## src/rtl/seg7_pkg.sv

```systemverilog
// Shared 7-segment constants, FSM state encoding and the hex-to-segment table.
package seg7_pkg;

  localparam logic [6:0] SEG_BLANK = 7'h7F;

  typedef logic [0:0] state_t;
  localparam state_t SHOW  = 1'b0;
  localparam state_t BLANK = 1'b1;

  // Active-low segments {g,f,e,d,c,b,a}.
  function automatic logic [6:0] hex_to_seg(input logic [3:0] nibble);
    logic [6:0] seg;
    unique case (nibble)
      4'h0: seg = 7'h40;
      4'h1: seg = 7'h79;
      4'h2: seg = 7'h24;
      4'h3: seg = 7'h30;
      4'h4: seg = 7'h19;
      4'h5: seg = 7'h12;
      4'h6: seg = 7'h02;
      4'h7: seg = 7'h78;
      4'h8: seg = 7'h00;
      4'h9: seg = 7'h10;
      4'hA: seg = 7'h08;
      4'hB: seg = 7'h03;
      4'hC: seg = 7'h46;
      4'hD: seg = 7'h21;
      4'hE: seg = 7'h06;
      4'hF: seg = 7'h0E;
    endcase
    return seg;
  endfunction

endpackage

```

## src/rtl/seg7_hex_decode.sv

```systemverilog
// Combinational nibble to active-low 7-segment decoder.
module seg7_hex_decode
  import seg7_pkg::*;
(
  input  logic [3:0] nibble_i,
  output logic [6:0] seg_o
);

  assign seg_o = hex_to_seg(nibble_i);

endmodule

```

## src/rtl/seg7_scan_driver.sv

```systemverilog
// Two-digit multiplexed hex driver with per-slot blanking and frame-synchronous value commit.
// Optional: define SEG7_LEADING_ZERO_BLANK_EN to blank a zero high digit.
module seg7_scan_driver
  import seg7_pkg::*;
#(
  parameter int unsigned CLK_HZ       = 50_000_000,
  parameter int unsigned SCAN_HZ      = 1000,
  parameter int unsigned BLANK_CYCLES = 64
) (
  input  logic       i_clk,
  input  logic       i_rst_n,
  input  logic       i_valid,
  input  logic [7:0] i_data,
  output logic [6:0] o_digitalTube,
  output logic       o_sel,
  output logic       o_pending
);

  localparam int unsigned SCAN_DIV = CLK_HZ / SCAN_HZ;
  localparam int unsigned CNT_W    = (SCAN_DIV > 1) ? $clog2(SCAN_DIV) : 1;
  localparam logic [CNT_W-1:0] CNT_LAST      = CNT_W'(SCAN_DIV - 1);
  localparam logic [CNT_W-1:0] CNT_SHOW_LAST = CNT_W'(SCAN_DIV - BLANK_CYCLES - 1);

  logic [CNT_W-1:0] cnt_q, cnt_d;
  state_t           state_q, state_d;
  logic             sel_q, sel_d;
  logic [7:0]       shadow_q, shadow_d;
  logic [7:0]       active_q, active_d;
  logic             pending_q, pending_d;
  logic [6:0]       seg_q, seg_d;

  logic       slot_end;
  logic       commit;
  logic [3:0] nibble;
  logic [6:0] dec_seg;

  assign nibble = sel_q ? active_q[7:4] : active_q[3:0];

  seg7_hex_decode u_hex_decode (
    .nibble_i (nibble),
    .seg_o    (dec_seg)
  );

  always_comb begin
    slot_end = (state_q == BLANK) && (cnt_q == CNT_LAST);
    // A new frame starts when the high-digit slot ends.
    commit   = slot_end && sel_q;

    cnt_d = (cnt_q == CNT_LAST) ? '0 : cnt_q + CNT_W'(1);

    state_d = state_q;
    if (state_q == SHOW && cnt_q == CNT_SHOW_LAST) begin
      state_d = BLANK;
    end else if (slot_end) begin
      state_d = SHOW;
    end

    sel_d = slot_end ? ~sel_q : sel_q;

    shadow_d = i_valid ? i_data : shadow_q;
    // shadow_d already carries a same-cycle load, giving the commit-cycle bypass.
    active_d = commit ? shadow_d : active_q;

    pending_d = pending_q;
    if (commit) begin
      pending_d = 1'b0;
    end else if (i_valid) begin
      pending_d = 1'b1;
    end

    seg_d = (state_q == SHOW) ? dec_seg : SEG_BLANK;
`ifdef SEG7_LEADING_ZERO_BLANK_EN
    if (sel_q && active_q[7:4] == 4'h0) begin
      seg_d = SEG_BLANK;
    end
`else
`endif
  end

  always_ff @(posedge i_clk or negedge i_rst_n) begin
    if (!i_rst_n) begin
      cnt_q     <= '0;
      state_q   <= SHOW;
      sel_q     <= 1'b0;
      shadow_q  <= 8'h00;
      active_q  <= 8'h00;
      pending_q <= 1'b0;
      seg_q     <= SEG_BLANK;
    end else begin
      cnt_q     <= cnt_d;
      state_q   <= state_d;
      sel_q     <= sel_d;
      shadow_q  <= shadow_d;
      active_q  <= active_d;
      pending_q <= pending_d;
      seg_q     <= seg_d;
    end
  end

  assign o_digitalTube = seg_q;
  assign o_sel         = sel_q;
  assign o_pending     = pending_q;

endmodule

```

## config.mk

```make
export PLATFORM = sky130hd
export DESIGN_NAME = seg7_scan_driver
export DESIGN_NICKNAME = d
export VERILOG_FILES = /design/src/rtl/seg7_pkg.sv /design/src/rtl/seg7_hex_decode.sv /design/src/rtl/seg7_scan_driver.sv
export SDC_FILE = /design/constraint.sdc
export NUM_CORES = 1
export LEC_CHECK = 0
export CAP_MARGIN = 20
export CORE_ASPECT_RATIO = 1.1
export CORE_MARGIN = 2
export CORE_UTILIZATION = 50
export DETAILED_ROUTE_END_ITERATION = 8
export GPL_TIMING_DRIVEN = 0
export PLACE_DENSITY = 0.74
export SYNTH_ARGS = -nofsm -noshare
export SYNTH_HDL_FRONTEND = slang
export SYNTH_SLANG_ARGS = --single-unit
```

## constraint.sdc

```tcl
create_clock -name i_clk -period 2.1 [get_ports i_clk]
set_clock_uncertainty 0.05 [all_clocks]
set_input_delay 0.525 -clock i_clk [delete_from_list [all_inputs] [get_ports i_clk]]
set_output_delay 0.525 -clock i_clk [all_outputs]
set_load 0.02 [all_outputs]
```

## Yosys cells after proc, flatten, opt, wreduce, memory -nomap -nowiden

Memories as Yosys holds them, arrays and structs flattened.
Cells that the tools add are included.

- Bits in registers: 42
- ROM bits: 112
- Input bits: 11
- Output and inout port bits: 9
- Word-level logic and storage cells: 26
- Memories kept: 1

- $add $sub $neg: 1
- Equality and inequality tests: 2
- Muxes and demuxes: 8
- Bitwise operators: 2
- Reduce and logical (&&, ||, !) cells: 5

Memory list:

| memory | depth | width | read ports | clocked after memory_dff | wr ports | RTL line | text |
|---|---|---|---|---|---|---|---|
| (no name shown) | 16 | 7 | 1 | 0 | 0 | seg7_pkg.sv:13 | `unique case (nibble)` |

Operators with widths:

| operator | number |
|---|---|
| 16-bit == test, second input constant | 2 |
| 16-bit by 1-bit adder with 16-bit output, second input constant | 1 |
| 16-bit two-way mux | 1 |
| 8-bit two-way mux | 1 |
| 7-bit two-way mux | 1 |
| 1-bit two-way mux | 4 |
| 4-bit two-way mux | 1 |
| 2-bit nonzero test | 2 |
| 1-bit logical AND | 3 |
| 1-bit inverter | 2 |

## Longest topological paths before layout

- Word-level depth: 4
- Depth in mapped cells: 7
- Depth with buffers taken out: 6

## Cells and area by module

A second synthesis with hierarchy kept.

- Cell total of the unflattened synthesis: 171
- Area total of the unflattened synthesis: 2077.0 um^2

Modules (own cells, without submodules):

| module | instances | cells each | area each (um^2) | sequential area each (um^2) |
|---|---|---|---|---|
| seg7_scan_driver | 1 | 139 | 1801.7 | 1059.8 |
| seg7_hex_decode | 1 | 32 | 275.3 | 0.0 |

## Worst setup path after synthesis

OpenSTA, ideal clock, no wires.

- Path kind: reg-to-reg
- Start: register sel_q (netlist: o_sel)
- End: register seg_q[3] (netlist: o_digitalTube[3])
- Setup time: 0.082 ns
- Arrival time: 2.019 ns
- Required time: 1.968 ns
- Slack: -0.050 ns
- Cell stages (with the launch flop): 7
- Buffers on the path: 1
- Period minus slack after synthesis: 2.150 ns
- Cell sequence: dfrtp_1 -> buf_6 -> mux2i_1 -> inv_1 -> ha_1 -> mux4_2 -> or2_1

- Longest elaborated chain between the ends: 3

RTL lines:

| item | RTL line | text |
|---|---|---|
| start: declaration | seg7_scan_driver.sv:26 | `logic sel_q, sel_d;` |
| start signal: assignment | seg7_scan_driver.sv:92 | `sel_q <= sel_d;` |
| 4-bit two-way mux | seg7_scan_driver.sv:37 | `assign nibble = sel_q ? active_q[7:4] : active_q[3:0];` |
| memory read 16 x 7 bit | - |  |
| 7-bit two-way mux | seg7_scan_driver.sv:71 | `seg_d = (state_q == SHOW) ? dec_seg : SEG_BLANK;` |
| via seg_d[3] | seg7_scan_driver.sv:30 | `logic [6:0] seg_q, seg_d;` |
| end signal: assignment | seg7_scan_driver.sv:96 | `seg_q <= seg_d;` |
| end: declaration | seg7_scan_driver.sv:30 |  |

The timed path passes the listed nets, and every way through them passes these cells.
A chain may end at the register's enable or synchronous reset.

## Final worst setup path

Same ends and word-level chain as after synthesis.

==> summary.md <==
| Metric | Value |
|---|---|
| Synth Register Bits | 42 |
| Max-capacitance violation count | 0 |
| Top cells by count, synth | 35 x dfrtp_1, 17 x nor2_1, 11 x mux2_2 |
| Async S/R FF share, synth | 1.00 |
| Setup CP Type | flop to flop |
| Clk slew on worst S/H paths | 0.08 ns |
| Syn Inst Count | roughly 160 |
| Post-Synth XOR/XNOR Area | 0.0560 |
| Die ar. | 4600 sq um |
| Final min period | 2.00 ns |
| Fmax | about 500 MHz |
| Crit end category | flop |
| Post-Synth Simple-Gate Area | 0.160 |
| Post-route insts no fill | 242 |
| Setup WS post-layout | 0.103 ns |
| Arr. time, crit path | 2.17 ns |
| Peak supply drop | 0.469 mV |
| Max Buffers Root-to-Sink | 2 |
| Hold Crit Class | input pin to asynchronous set/reset pin |
| Drt wl/cell | 14.8 microns |
| Final setup vio count | 0 |
| Power density cells | around 630 nW/um^2 |
| Final wirelength | 3580 microns |
| Die Y | 70.9 microns |
| Seq/Total Area, Yosys | 0.521 |
| Rel. slew slack | 0.416 |
| CP Data Required Time | 2.27 ns |
| Compound-Gate Fraction of Synth Area | 0.0443 |
| Netlist cell types | 35 |
| Total grt overflow | 0 |
| HPWL after DPL | 2610 microns |
| Largest net degree at the start of global routing | 43 |
| CTS Buf Count | 5 |
| Final nets | 207 |
| Final GP Congestion | 0.865 |
| Pre-CTS worst setup slack | between 0.01 and 0.015 ns |
| I/O Pins | 20 |
| Clock net sink count | 42 |
| RSZ-0062 raised after global routing | false |
| Status | complete, no violations |
| Clock Latency Late Sink | 0.30 ns |
| Total track usage | 0.184 |
| Core area | 3930 sq um |
| Top FF cell, synth | dfrtp_1 |
| Detailed-router iteration count before antenna repair | 4 |
| Port Buf Inserts | 18 |
| CTS tree | yes |
| Share of layout cells above drive strength 1 | 0.242 |
| Top-count cell post-synth | dfrtp_1 |
| Final core utilization | 0.614 |
| Vias per cell | 5.47 |
| Fillers | 303 |
| Post-synth top area cell | dfrtp_1 |
| CP max FO | 8 |
| # diodes | 0 |
| Number of global-route vias before repair | ~1400 |
| Yosys synthesis warning count | 0 |
| Initial antenna violation count | 0 |
| Final period utilization | 0.951 |
| EDFF count, synth | 0 |
| Placed insts | 232 |
| Post-Syn Area | 2030 sq um |
| Die W | 64.8 microns |
| Top cell type's share of synthesized area | 0.431 |
| Leakage | between 1 and 1.5 nW |
| CP Launch Type | flop |
| Mux cell area share after synthesis | 0.157 |
| Post-DRT Antenna Nets | 0 |
| H-tree depth | 2 |
| Area contributors post-synth | dfrtp_1 43%, dfstp_2 9.0%, mux2_2 6.1% |
| Synthesized-area fraction occupied by adder cells | 0.0431 |
| Final hold slack | 0.285 ns |
| Largest family of logic cells by synthesized area | simple AND/OR/NAND/NOR gates |
| Initial Utilization | 0.517 |
| CTS Root Cell | clkbuf_8 |
| DR iter-0 viols | 56 |
| Residual DRC count | 0 |
| Hold buffer count at cts | 0 |
| Slew Viols, Final | 0 |
| Row Count | 24 |
| Avg Cell Area, Syn | 12.6 sq um |
| Global-route wire length before repair | between 6000 and 7000 microns |
| Hold Vio Cnt, Final | 0 |
| Synth-to-layout area growth | 18.8% |
| Routed via count | about 1300 |
| Slew @ Worst Pin | 0.876 ns |
| Syn_nets | 180 |
[layout make-up]
cell class	instances	area, sq um	share of cell area
Tap cell	52	65.1	0.0269
Inverter	6	22.5	0.00932
Buffer	2	15.0	0.00621
Sequential cell	42	1060	0.439
Clock inverter	2	37.5	0.0155
Clock buffer	6	72.6	0.0300
Timing Repair Buffer	20	190	0.0787
Multi-Input combinational cell	112	953	0.395
[per-layer routing]
| metal | vias to the layer above | track usage | wire [microns] |
|---|---|---|---|
| met4 | 0 | 0.0827 | 70 |
| met5 | - | 0 | 0 |
| met1 | 657 | 0.214 | 1490 |
| met2 | 29 | 0.318 | 1900 |
| li1 | 630 | - | - |
| met3 | 8 | 0.0461 | 129 |
[cells in the final DEF (no fill, tap or decap), drive strengths merged, types with 2 or more instances in the layout]
master and count:
inv 6, nor4 2, clkbuf 7, buf 4
nor3 5, clkdlybuf4s50 17, mux2 19, dfrtp 35
a221o 2, nand4 6, nor2 18, xor2 6
xnor2 7, and4b 2, nand2 6, mux2i 5
a21oi 4, nand3 8, dfstp 7, and3 3
ha 7, o21ai 2
[kinds of logic after synthesis]
group / Yosys count
xor+xnor: 13
flops: 42
fa+ha+maj: 7
simple gates: 54
compound gates: 13
mux: 25
buf+inv: 8
[through the flow]
stage / TNS [ns] / power [mW] / instance area (sq um)
3_3_place_gp: -16.78 / 0.898 / 2280
3_5_place_dp: 0 / 0.902 / 2280
5_1_grt: 0 / 1.57 / 2420
6_report: 0 / 1.51 / 2420
4_1_cts: 0 / 1.53 / 2400
2_1_floorplan: 0 / 0.864 / 2040
[worst max-delay path: stages, from the launching register on]
cell     delay [ns]
dfrtp_1        0.39
buf_6          0.15
mux2i_4        0.20
buf_4          0.14
ha_1           0.29
inv_1          0.04
mux4_2         0.44
or2_1          0.21
[registers in the layout, indices dropped and copies added (netlist names)]
register,count
o_pending,1
shadow_q,8
o_sel,1
state_q,1
cnt_q,16
o_digitalTube,7
active_q,8
[final timing paths]
path,startpoint,endpoint,slack (ns),cells past startpoint
setup / recovery,o_sel,o_digitalTube[3],0.10,7
hold / removal,i_rst_n,shadow_q[2],0.29,1
setup reg to reg,o_sel,o_digitalTube[3],0.10,7
hold reg to reg,cnt_q[0],cnt_q[0],0.44,1
max in group asynchronous,i_rst_n,cnt_q[13],1.16,1
min in group i_clk,cnt_q[0],cnt_q[0],0.44,1
[power by group]
group          leakage, nW  switching [mW]  internal [mW]  total, mW
Clock               0.0514           0.274          0.355      0.628
Sequential           0.524         0.00384          0.824      0.828
Combinational        0.480          0.0280         0.0284     0.0564
[repair_timing]
action,in CTS,in global routing
pin swaps,0,0
setup buffers,0,2
gates resized for setup,1,1
endpoints found under the setup margin,1,1
Power figures use the tool's default switching activity.
